[src/rtl/adau_i2s_tx_pkg.sv]
// Shared constants and the slot bit-mapping helper for the ADAU I2S transmitter.
package adau_i2s_tx_pkg;

    localparam int AUDIO_SAMPLE_BITS = 24;
    localparam int I2S_SLOT_BITS     = 32;
    localparam int I2S_FRAME_BITS    = 64;
    localparam int AUDIO_FRAME_BITS  = 2 * AUDIO_SAMPLE_BITS;

    // Bit driven for frame position bit_cnt: sample MSB at slot position 1, zero padding elsewhere.
    function automatic logic slot_bit(input logic [AUDIO_FRAME_BITS-1:0] frame,
                                      input logic [5:0]                  bit_cnt);
        logic [AUDIO_SAMPLE_BITS-1:0] sample;
        logic [4:0]                   pos;
        sample = bit_cnt[5] ? frame[AUDIO_SAMPLE_BITS-1:0]
                            : frame[AUDIO_FRAME_BITS-1:AUDIO_SAMPLE_BITS];
        pos    = bit_cnt[4:0];
        if (pos == 5'd0 || pos > 5'(AUDIO_SAMPLE_BITS)) begin
            return 1'b0;
        end
        return sample[5'(AUDIO_SAMPLE_BITS) - pos];
    endfunction

endpackage

[src/rtl/adau_i2s_tx_sync_fifo.sv]
// Synchronous FIFO with first-word-fall-through head output and registered fill level.
module sync_fifo
    import adau_i2s_tx_pkg::*;
#(
    parameter int WIDTH      = AUDIO_FRAME_BITS,
    parameter int DEPTH_LOG2 = 4
) (
    input  logic                  clk,
    input  logic                  reset,
    input  logic                  push,
    input  logic                  pop,
    input  logic [WIDTH-1:0]      din,
    output logic [WIDTH-1:0]      dout,
    output logic                  full,
    output logic                  empty,
    output logic [DEPTH_LOG2:0]   level
);

    localparam int                    DEPTH    = 2 ** DEPTH_LOG2;
    localparam logic [DEPTH_LOG2-1:0] PTR_ONE  = DEPTH_LOG2'(1);
    localparam logic [DEPTH_LOG2:0]   LVL_ONE  = (DEPTH_LOG2 + 1)'(1);
    localparam logic [DEPTH_LOG2:0]   LVL_FULL = (DEPTH_LOG2 + 1)'(DEPTH);

    logic [WIDTH-1:0]      mem_q [DEPTH];
    logic [DEPTH_LOG2-1:0] wr_ptr_q, wr_ptr_d;
    logic [DEPTH_LOG2-1:0] rd_ptr_q, rd_ptr_d;
    logic [DEPTH_LOG2:0]   level_q, level_d;
    logic                  do_push, do_pop;

    always_comb begin
        // NOTE: every always_comb output is assigned on every path, so no latch is inferred.
        do_push  = push && !full;
        do_pop   = pop && !empty;
        wr_ptr_d = do_push ? wr_ptr_q + PTR_ONE : wr_ptr_q;
        rd_ptr_d = do_pop  ? rd_ptr_q + PTR_ONE : rd_ptr_q;
        level_d  = level_q;
        if (do_push && !do_pop) begin
            level_d = level_q + LVL_ONE;
        end else if (do_pop && !do_push) begin
            level_d = level_q - LVL_ONE;
        end
    end

    // NOTE: state registers use non-blocking assignments so every flop samples pre-edge values.
    always_ff @(posedge clk) begin
        if (reset) begin
            wr_ptr_q <= '0;
            rd_ptr_q <= '0;
            level_q  <= '0;
        end else begin
            wr_ptr_q <= wr_ptr_d;
            rd_ptr_q <= rd_ptr_d;
            level_q  <= level_d;
        end
    end

    // NOTE: the storage array is not reset; pointers and level alone define what is valid.
    always_ff @(posedge clk) begin
        if (do_push) begin
            mem_q[wr_ptr_q] <= din;
        end
    end

    assign dout  = mem_q[rd_ptr_q];
    assign full  = (level_q == LVL_FULL);
    assign empty = (level_q == '0);
    assign level = level_q;

endmodule

[src/rtl/adau_i2s_tx.sv]
// ADAU I2S master transmitter: frame FIFO feeding a 64-BCLK-per-frame serializer.
module adau_i2s_tx
    import adau_i2s_tx_pkg::*;
#(
    parameter int DEPTH_LOG2 = 4,
    parameter int BCLK_HALF  = 16
) (
    input  logic                clk,
    input  logic                reset,
    input  logic                enable,
    input  logic [47:0]         audio_in,
    input  logic                audio_valid,
    output logic                audio_full,
    output logic [DEPTH_LOG2:0] fill_level,
    output logic                underrun,
    output logic                i2s_bclk,
    output logic                i2s_lrclk,
    output logic                i2s_sdata
);

    localparam int               DIV_W    = (BCLK_HALF > 1) ? $clog2(BCLK_HALF) : 1;
    localparam int               BIT_W    = $clog2(I2S_FRAME_BITS);
    localparam logic [DIV_W-1:0] DIV_LAST = DIV_W'(BCLK_HALF - 1);
    localparam logic [DIV_W-1:0] DIV_ONE  = DIV_W'(1);
    localparam logic [BIT_W-1:0] BIT_IDLE = BIT_W'(I2S_FRAME_BITS - 1);
    localparam logic [BIT_W-1:0] BIT_ONE  = BIT_W'(1);

    logic [DIV_W-1:0]            div_cnt_q, div_cnt_d;
    logic [BIT_W-1:0]            bit_cnt_q, bit_cnt_d;
    logic                        bclk_q, bclk_d;
    logic                        lrclk_q, lrclk_d;
    logic                        sdata_q, sdata_d;
    logic                        underrun_q, underrun_d;
    logic [AUDIO_FRAME_BITS-1:0] frame_q, frame_d;

    logic                        fifo_pop;
    logic                        fifo_empty;
    logic [AUDIO_FRAME_BITS-1:0] fifo_dout;

    sync_fifo #(
        .WIDTH      (AUDIO_FRAME_BITS),
        .DEPTH_LOG2 (DEPTH_LOG2)
    ) u_fifo (
        .clk   (clk),
        .reset (reset),
        .push  (audio_valid),
        .pop   (fifo_pop),
        .din   (audio_in),
        .dout  (fifo_dout),
        .full  (audio_full),
        .empty (fifo_empty),
        .level (fill_level)
    );

    always_comb begin
        div_cnt_d  = div_cnt_q;
        bit_cnt_d  = bit_cnt_q;
        bclk_d     = bclk_q;
        lrclk_d    = lrclk_q;
        sdata_d    = sdata_q;
        frame_d    = frame_q;
        underrun_d = 1'b0;
        fifo_pop   = 1'b0;
        if (!enable) begin
            div_cnt_d = '0;
            bit_cnt_d = BIT_IDLE;
            bclk_d    = 1'b0;
            lrclk_d   = 1'b0;
            sdata_d   = 1'b0;
        end else if (div_cnt_q != DIV_LAST) begin
            div_cnt_d = div_cnt_q + DIV_ONE;
        end else begin
            div_cnt_d = '0;
            bclk_d    = !bclk_q;
            // BCLK falling: advance the bit position and present its data a half period before the rise.
            if (bclk_q) begin
                bit_cnt_d = bit_cnt_q + BIT_ONE;
                if (bit_cnt_d == '0) begin
                    fifo_pop   = !fifo_empty;
                    underrun_d = fifo_empty;
                    frame_d    = fifo_empty ? '0 : fifo_dout;
                end
                lrclk_d = bit_cnt_d[BIT_W-1];
                sdata_d = slot_bit(frame_d, bit_cnt_d);
            end
        end
    end

    always_ff @(posedge clk) begin
        if (reset) begin
            div_cnt_q  <= '0;
            bit_cnt_q  <= BIT_IDLE;
            bclk_q     <= 1'b0;
            lrclk_q    <= 1'b0;
            sdata_q    <= 1'b0;
            underrun_q <= 1'b0;
            frame_q    <= '0;
        end else begin
            div_cnt_q  <= div_cnt_d;
            bit_cnt_q  <= bit_cnt_d;
            bclk_q     <= bclk_d;
            lrclk_q    <= lrclk_d;
            sdata_q    <= sdata_d;
            underrun_q <= underrun_d;
            frame_q    <= frame_d;
        end
    end

    assign underrun  = underrun_q;
    assign i2s_bclk  = bclk_q;
    assign i2s_lrclk = lrclk_q;
    assign i2s_sdata = sdata_q;

endmodule

[config.mk]
export PLATFORM = sky130hd
export DESIGN_NAME = adau_i2s_tx
export DESIGN_NICKNAME = d
export VERILOG_FILES = /design/src/rtl/adau_i2s_tx_pkg.sv /design/src/rtl/adau_i2s_tx_sync_fifo.sv /design/src/rtl/adau_i2s_tx.sv
export SDC_FILE = /design/constraint.sdc
export NUM_CORES = 1
export LEC_CHECK = 0
export BUFFER_PORTS_ARGS = -buffer_cell sky130_fd_sc_hd__buf_2
export CAP_MARGIN = 30
export CELL_PAD_IN_SITES_DETAIL_PLACEMENT = 2
export CELL_PAD_IN_SITES_GLOBAL_PLACEMENT = 2
export CORE_MARGIN = 5
export CORE_UTILIZATION = 25
export CTS_BUF_LIST = sky130_fd_sc_hd__clkbuf_8
export CTS_CLUSTER_SIZE = 25
export DETAILED_ROUTE_END_ITERATION = 8
export GPL_ROUTABILITY_DRIVEN = 0
export PLACE_DENSITY = 0.53
export SLEW_MARGIN = 20
export SYNTH_ARGS = -nofsm -noshare
export SYNTH_HDL_FRONTEND = slang
export SYNTH_HIERARCHICAL = 1
export SYNTH_SLANG_ARGS = --single-unit
[constraint.sdc]
create_clock -name clk -period 9.1 [get_ports clk]
set_input_delay 0.91 -clock clk [delete_from_list [all_inputs] [get_ports clk]]
set_output_delay 0.91 -clock clk [all_outputs]
set_load 0.05 [all_outputs]
# After elaboration in Yosys (flattened, before gate mapping)
# Memory sizes are Yosys's and may differ from the RTL's. A register that Yosys moved wholly into a read port is not among the register bits.
# Cells that the tools add are included.
[word_totals]
reg_bits = 75
ram_bits = 768
in_bits = 52
output_inout_bits = 10
elab_cells = 69
n_memories = 1
[op_classes]
addsub = 7
n_lt_le_gt_ge = 2
n_eq_ne = 2
n_mux = 24
n_bitwise = 4
n_reduce_logical = 19
[mem_list]
columns = ["memory", "depth", "word_bits", "read_ports", "rd_ports_with_merged_regs", "write_ports", "line", "text"]
rows = [
  ["u_fifo.mem_q", 16, 48, 1, 1, 1, "adau_i2s_tx_sync_fifo.sv:24", "logic [WIDTH-1:0] mem_q [DEPTH];"],
]
[ops]
columns = ["op", "n"]
rows = [
  ["48-bit 2-to-1 mux", 5],
  ["24-bit 2-to-1 mux", 1],
  ["1-bit 2-to-1 mux", 13],
  ["4-bit by 1-bit adder with 4-bit output, second input constant", 3],
  ["5-bit zero test", 2],
  ["5-bit 2-to-1 mux", 2],
  ["4-bit 2-to-1 mux", 2],
  ["6-bit by 1-bit adder with 6-bit output, second input constant", 1],
  ["6-bit zero test", 1],
  ["5-bit by 6-bit < comparator with 1-bit output, second input constant", 1],
  ["5-bit by 1-bit adder with 5-bit output, second input constant", 1],
  ["1-bit binary-select mux with 5-bit select", 1],
  ["5-bit equality test, second input constant", 1],
  ["5-bit > comparator, second input constant", 1],
  ["1-bit zero test", 5],
  ["5-bit OR reduction", 1],
  ["5-bit by 1-bit subtractor with 5-bit output, second input constant", 1],
  ["5-bit subtractor, first input constant", 1],
  ["1-bit logical AND", 4],
  ["4-bit inequality test, second input constant", 1],
  ["1-bit inverter", 4],
  ["3-bit AND reduction", 1],
  ["3-bit OR reduction", 1],
  ["2-bit AND reduction", 1],
  ["3 further kinds", 3],
]

# Longest topological paths before layout
[depth]
ltp_word = 10
depth_mapped = 16
ltp_nobuf = 15

# Modules after synthesis
# Netlist, hierarchy kept.
[by_module_without_submodules]
columns = ["module", "instances", "cells_each", "area_each_um2", "seq_area_each_um2"]
rows = [
  ["sync_fifo", 1, 1285, 29622.2, 23402.4],
  ["adau_i2s_tx", 1, 472, 3525.9, 1241.2],
]

# Least setup slack after synthesis
# Ideal clock, no wire load.
[synth_timing]
kind = "register to register"
start = "reg u_fifo.level_q[0], in the netlist u_fifo/level[0]"
end = "mem u_fifo/mem_q[0][0] in the netlist's numbering (enable)"
setup_ps = 573
arrival_ps = 5734
path_slack_ps = 2793
stages_incl_launch_ff = 5
path_buffers = 1
cell_sequence = "dfxtp_1 or4_1 buf_6 o21ai_4 nor4_1"
[synth_between]
elab_chain_len = 5
[synth_lines]
columns = ["item", "line", "text"]
rows = [
  ["start: declaration", "adau_i2s_tx_sync_fifo.sv:27", "logic [DEPTH_LOG2:0] level_q, level_d;"],
  ["start signal: assignment", "adau_i2s_tx_sync_fifo.sv:53", "level_q <= level_d;"],
  ["5-bit equality test", "adau_i2s_tx_sync_fifo.sv:65", "assign full = (level_q == LVL_FULL);"],
  ["1-bit zero test", "adau_i2s_tx_sync_fifo.sv:32", "do_push = push && !full;"],
  ["1-bit logical AND", "adau_i2s_tx_sync_fifo.sv:32", ""],
  ["1-bit 2-to-1 mux", "adau_i2s_tx_sync_fifo.sv:59", "if (do_push) begin"],
  ["1-bit 2-to-1 mux (not written as such)", "adau_i2s_tx_sync_fifo.sv:60", "mem_q[wr_ptr_q] <= din;"],
  ["end: declaration", "adau_i2s_tx_sync_fifo.sv:24", ""],
]
# Every way passes these cells.

# Final worst setup path
[layout_timing]
start = "reg bit_cnt_q[0]"
end = "reg u_fifo.level_q[4], in the netlist u_fifo/level[4]"
[layout_between]
elab_chain_len = 10
elab_cells_between_ends = 12
[layout_lines]
columns = ["item", "line", "text"]
rows = [
  ["start: declaration", "adau_i2s_tx.sv:29", "logic [BIT_W-1:0] bit_cnt_q, bit_cnt_d;"],
  ["start signal: assignment", "adau_i2s_tx.sv:100", "bit_cnt_q <= bit_cnt_d;"],
  ["6-bit by 1-bit adder with 6-bit output *", "adau_i2s_tx.sv:77", "bit_cnt_d = bit_cnt_q + BIT_ONE;"],
  ["6-bit zero test *", "adau_i2s_tx.sv:78", "if (bit_cnt_d == '0) begin"],
  ["1-bit 2-to-1 mux *", "adau_i2s_tx.sv:78", ""],
  ["1-bit 2-to-1 mux *", "adau_i2s_tx.sv:76", "if (bclk_q) begin"],
  ["1-bit 2-to-1 mux *", "adau_i2s_tx.sv:70", "end else if (div_cnt_q != DIV_LAST) begin"],
  ["1-bit 2-to-1 mux *", "adau_i2s_tx.sv:64", "if (!enable) begin"],
  ["via fifo_pop", "adau_i2s_tx.sv:36", "logic fifo_pop;"],
  ["1-bit logical AND *", "adau_i2s_tx_sync_fifo.sv:33", "do_pop = pop && !empty;"],
  ["1-bit zero test", "adau_i2s_tx_sync_fifo.sv:37", "if (do_push && !do_pop) begin"],
  ["1-bit logical AND", "adau_i2s_tx_sync_fifo.sv:37", ""],
  ["5-bit 2-to-1 mux / 2-bit nonzero test (equally long branches)", "--", ""],
]
# The timed path passes the listed nets; every way through them passes the cells marked *.
# A chain may end at the register's enable or synchronous reset.

==> metrics.cfg <==
[critical_path]
cpMaxStageDelayCell = dfxtp_1
required_ns = 9.81
critical-path-top-delay-family = simple AND/OR/NAND/NOR gates
cp-start-kind = flop
path_buf_inv = 1
critical_path.startpoint = bit_cnt_q[0]
critPathCaptureType = flop
critPathArrivalTime_ns = 5.71
regToRegStartpoint = bit_cnt_q[0]
criticalPathCategory = reg2reg
max_stage_delay_ns = 0.80
crit_chain = ha_1 > nor4b_2 > a41o_1 > nand2_2 > nor3_1 > nand2_2 > nor2_1 > o21ai_2 > ha_1 > inv_1 > ha_1 > a21oi_1 > a211oi_1 > a31oi_1 > mux2_2
crit_fanout = 20
cpMostUsedCell = ha_1

[place]
hpwlAfterDp_um = 52800
portBuffers = 61
dp_slack_ns = 4.12

[clock_tree]
clock-sinks = 847
worstSkewPairLatency_ns = 0.86
cts_buffers = 146
holdBufCountCts = 0
tritoncts = done
cts_setup_buffers = 0
post_cts_resize_count = 0
cts.clk_slew.worst_paths_ns = 0.06
clockBufferDepth = 3
clockRootBuffer = clkbuf_8
htreeDepth = 4

[power_and_ir_drop]
seqPwrFrac = 0.537
swShare = 0.251
p_leak_nw = 12.0
p_int_mw = 6.11
pwr-share-comb = 0.071
power_density_mw_per_mm2 = 213
ir_drop_mv = 0.109
clkPwrFrac = 0.392
switchingPower_mw = 2.05

[synthesis]
ys_ff_latch = 847
synth_ff_type = edfxtp_1
synth.top_cell.area_share = 0.696
synth_edf_count = 768
synth_commonest_cells = 768 x edfxtp_1, 192 x mux4_2, 144 x nand2_1
synth_nets = 1822
synth_area_leaders = edfxtp_1 70%, mux4_2 13%, dfxtp_1 4.8%
yosysTopAreaCell = edfxtp_1
syn_area_sq_mm = 0.0331
synth_warnings = 6
syn_avg_cell_area_sq_um = 18.9
synth.most_common_cell = edfxtp_1
synth_cell_type_count = 74
synth_cells = 1757
ys_seq_area_frac = 0.743
async_flop_share = 0

[detailed_routing]
vias = 17589
wl_um = 96400
drc = 0
firstDrtPassIters = 5
antenna_left = 0
post_drt_wl_per_cell_um = 25.5
drt_iter0_drc = 1284
viasPerCell = 4.65

[final_layout]
post-route-util = 0.291
area_growth_pct = 15.7
layout.nets = 1973
drive_gt1_frac = 0.260

[global_route]
grt_antenna_before_repair = 18
overflow = 0
grt_pass1_vias = 19727
grt_usage = 0.137
grt_max_degree = 102
grt_pass1_wl_um = 140000

[min_path]
hp-class = in2reg
hold_start = audio_in[7]

[sta]
skew_ns = 0.0326
hold_violations = 0
period_minus_slack_ns = 4.99
finalSetupViolCount = 0
worst_slew_pin_slew_ns = 0.990
hold_slack_ns = 0.432
finalCritPeriodShare = 0.549
relSlewSlack = 0.338
max_freq_ghz = 0.200
setup-tns-final_ns = 0
rsz0062_at_grt = false
slew_violations = 0
setup_slack_ns = 4.11

[floorplanning]
die_x_um = 374
initial_core_util = 0.252
die_area_sq_mm = 0.140
ios = 62
core_area_sq_mm = 0.132
core.rowCount = 133
die_y_um = 374

[outcome]
status = complete, no violations

[run]
max-cap-violations = 0

-- layout make-up --
type	instances	area (sq um)
Multi-Input combinational cell	788	8050
Clock inverter	112	597
Inverter	19	73.8
Clock buffer	150	2060
Antenna cell	4	10.0
Sequential cell	847	24700
Tap cell	1755	2200
Timing Repair Buffer	106	713
Fill cell	13336	93300
-- placed cells by master (no fill, tap or decap), types with 14 or more instances in the layout --
cell type and instances:
nand3b_1 27, nor2b_1 25, o21ai_0 18, inv_1 71
nand2_1 143, edfxtp_1 768, a21oi_1 67, mux4_2 192
buf_4 40, clkinv_2 14, nor2_1 40, nand3_1 15
a22oi_1 97, clkinv_1 29, clkbuf_8 150, dfxtp_1 77
buf_2 61
-- final timing paths --
path	to	slack (ns)	depth (start not counted)
worst min-delay path	u_fifo/mem_q[12][7]	0.43	1
worst max register to register	u_fifo/level[4]	4.11	15
worst min register to register	frame_q[6]	0.46	2
worst max-delay path	u_fifo/level[4]	4.11	15
-- metal layers --
metal	share of wire	GRT usage
met1	0.43	0.175
met2	0.51	0.236
met3	0.038	0.0272
met4	0.022	0.0391
met5	0.00031	0
-- stage by stage --
step / cells / total power [mW] / area (sq um)
3_5_place_dp: 3515 / 5.06 / 35700
6_report: 3781 / 8.16 / 38400
5_1_grt: 3778 / 8.53 / 38400
4_1_cts: 3777 / 8.33 / 38300
2_1_floorplan: 1757 / 4.80 / 33100
3_3_place_gp: 3511 / 5.04 / 35600
-- worst reg2reg max path: cells and delay by family, from the launching register on --
family          cells  cell delay (ns)
compound gates      5             0.98
flops               1             0.80
fa+ha+maj           3             0.97
buf+inv             1             0.17
mux                 1             0.35
simple gates        5             1.60
-- power groups by stage --
stage / Sequential [mW] / Combinational (mW) / Clock, mW
2_1_floorplan: 4.49 / 0.312 / 0
3_3_place_gp: 4.46 / 0.584 / 0
3_5_place_dp: 4.46 / 0.599 / 0
4_1_cts: 4.38 / 0.601 / 3.34
5_1_grt: 4.39 / 0.634 / 3.51
6_report: 4.38 / 0.579 / 3.20
-- flip-flops by register name, indices dropped and copies added (netlist names), named ones only --
| name | count |
|---|---|
| frame_q | 48 |
| bit_cnt_q | 6 |
| i2s_lrclk | 1 |
| i2s_sdata | 1 |
| underrun | 1 |
| u_fifo/level | 5 |
| u_fifo/rd_ptr_q | 4 |
| i2s_bclk | 1 |
| u_fifo/wr_ptr_q | 4 |
| div_cnt_q | 4 |
| u_fifo/mem_q | 768 |
-- cell families after synthesis --
kind of cell | after synthesis | share of synthesized area
AOI/OAI and AO/OA | 231 | 0.0471
buffers and inverters | 122 | 0.0169
muxes | 200 | 0.133
xor gates and xnor gates | 20 | 0.00596
adders and majority gates | 13 | 0.00513
and+or+nand+nor | 324 | 0.0484
DFF | 847 | 0.743
Power figures use the tool's default switching activity.
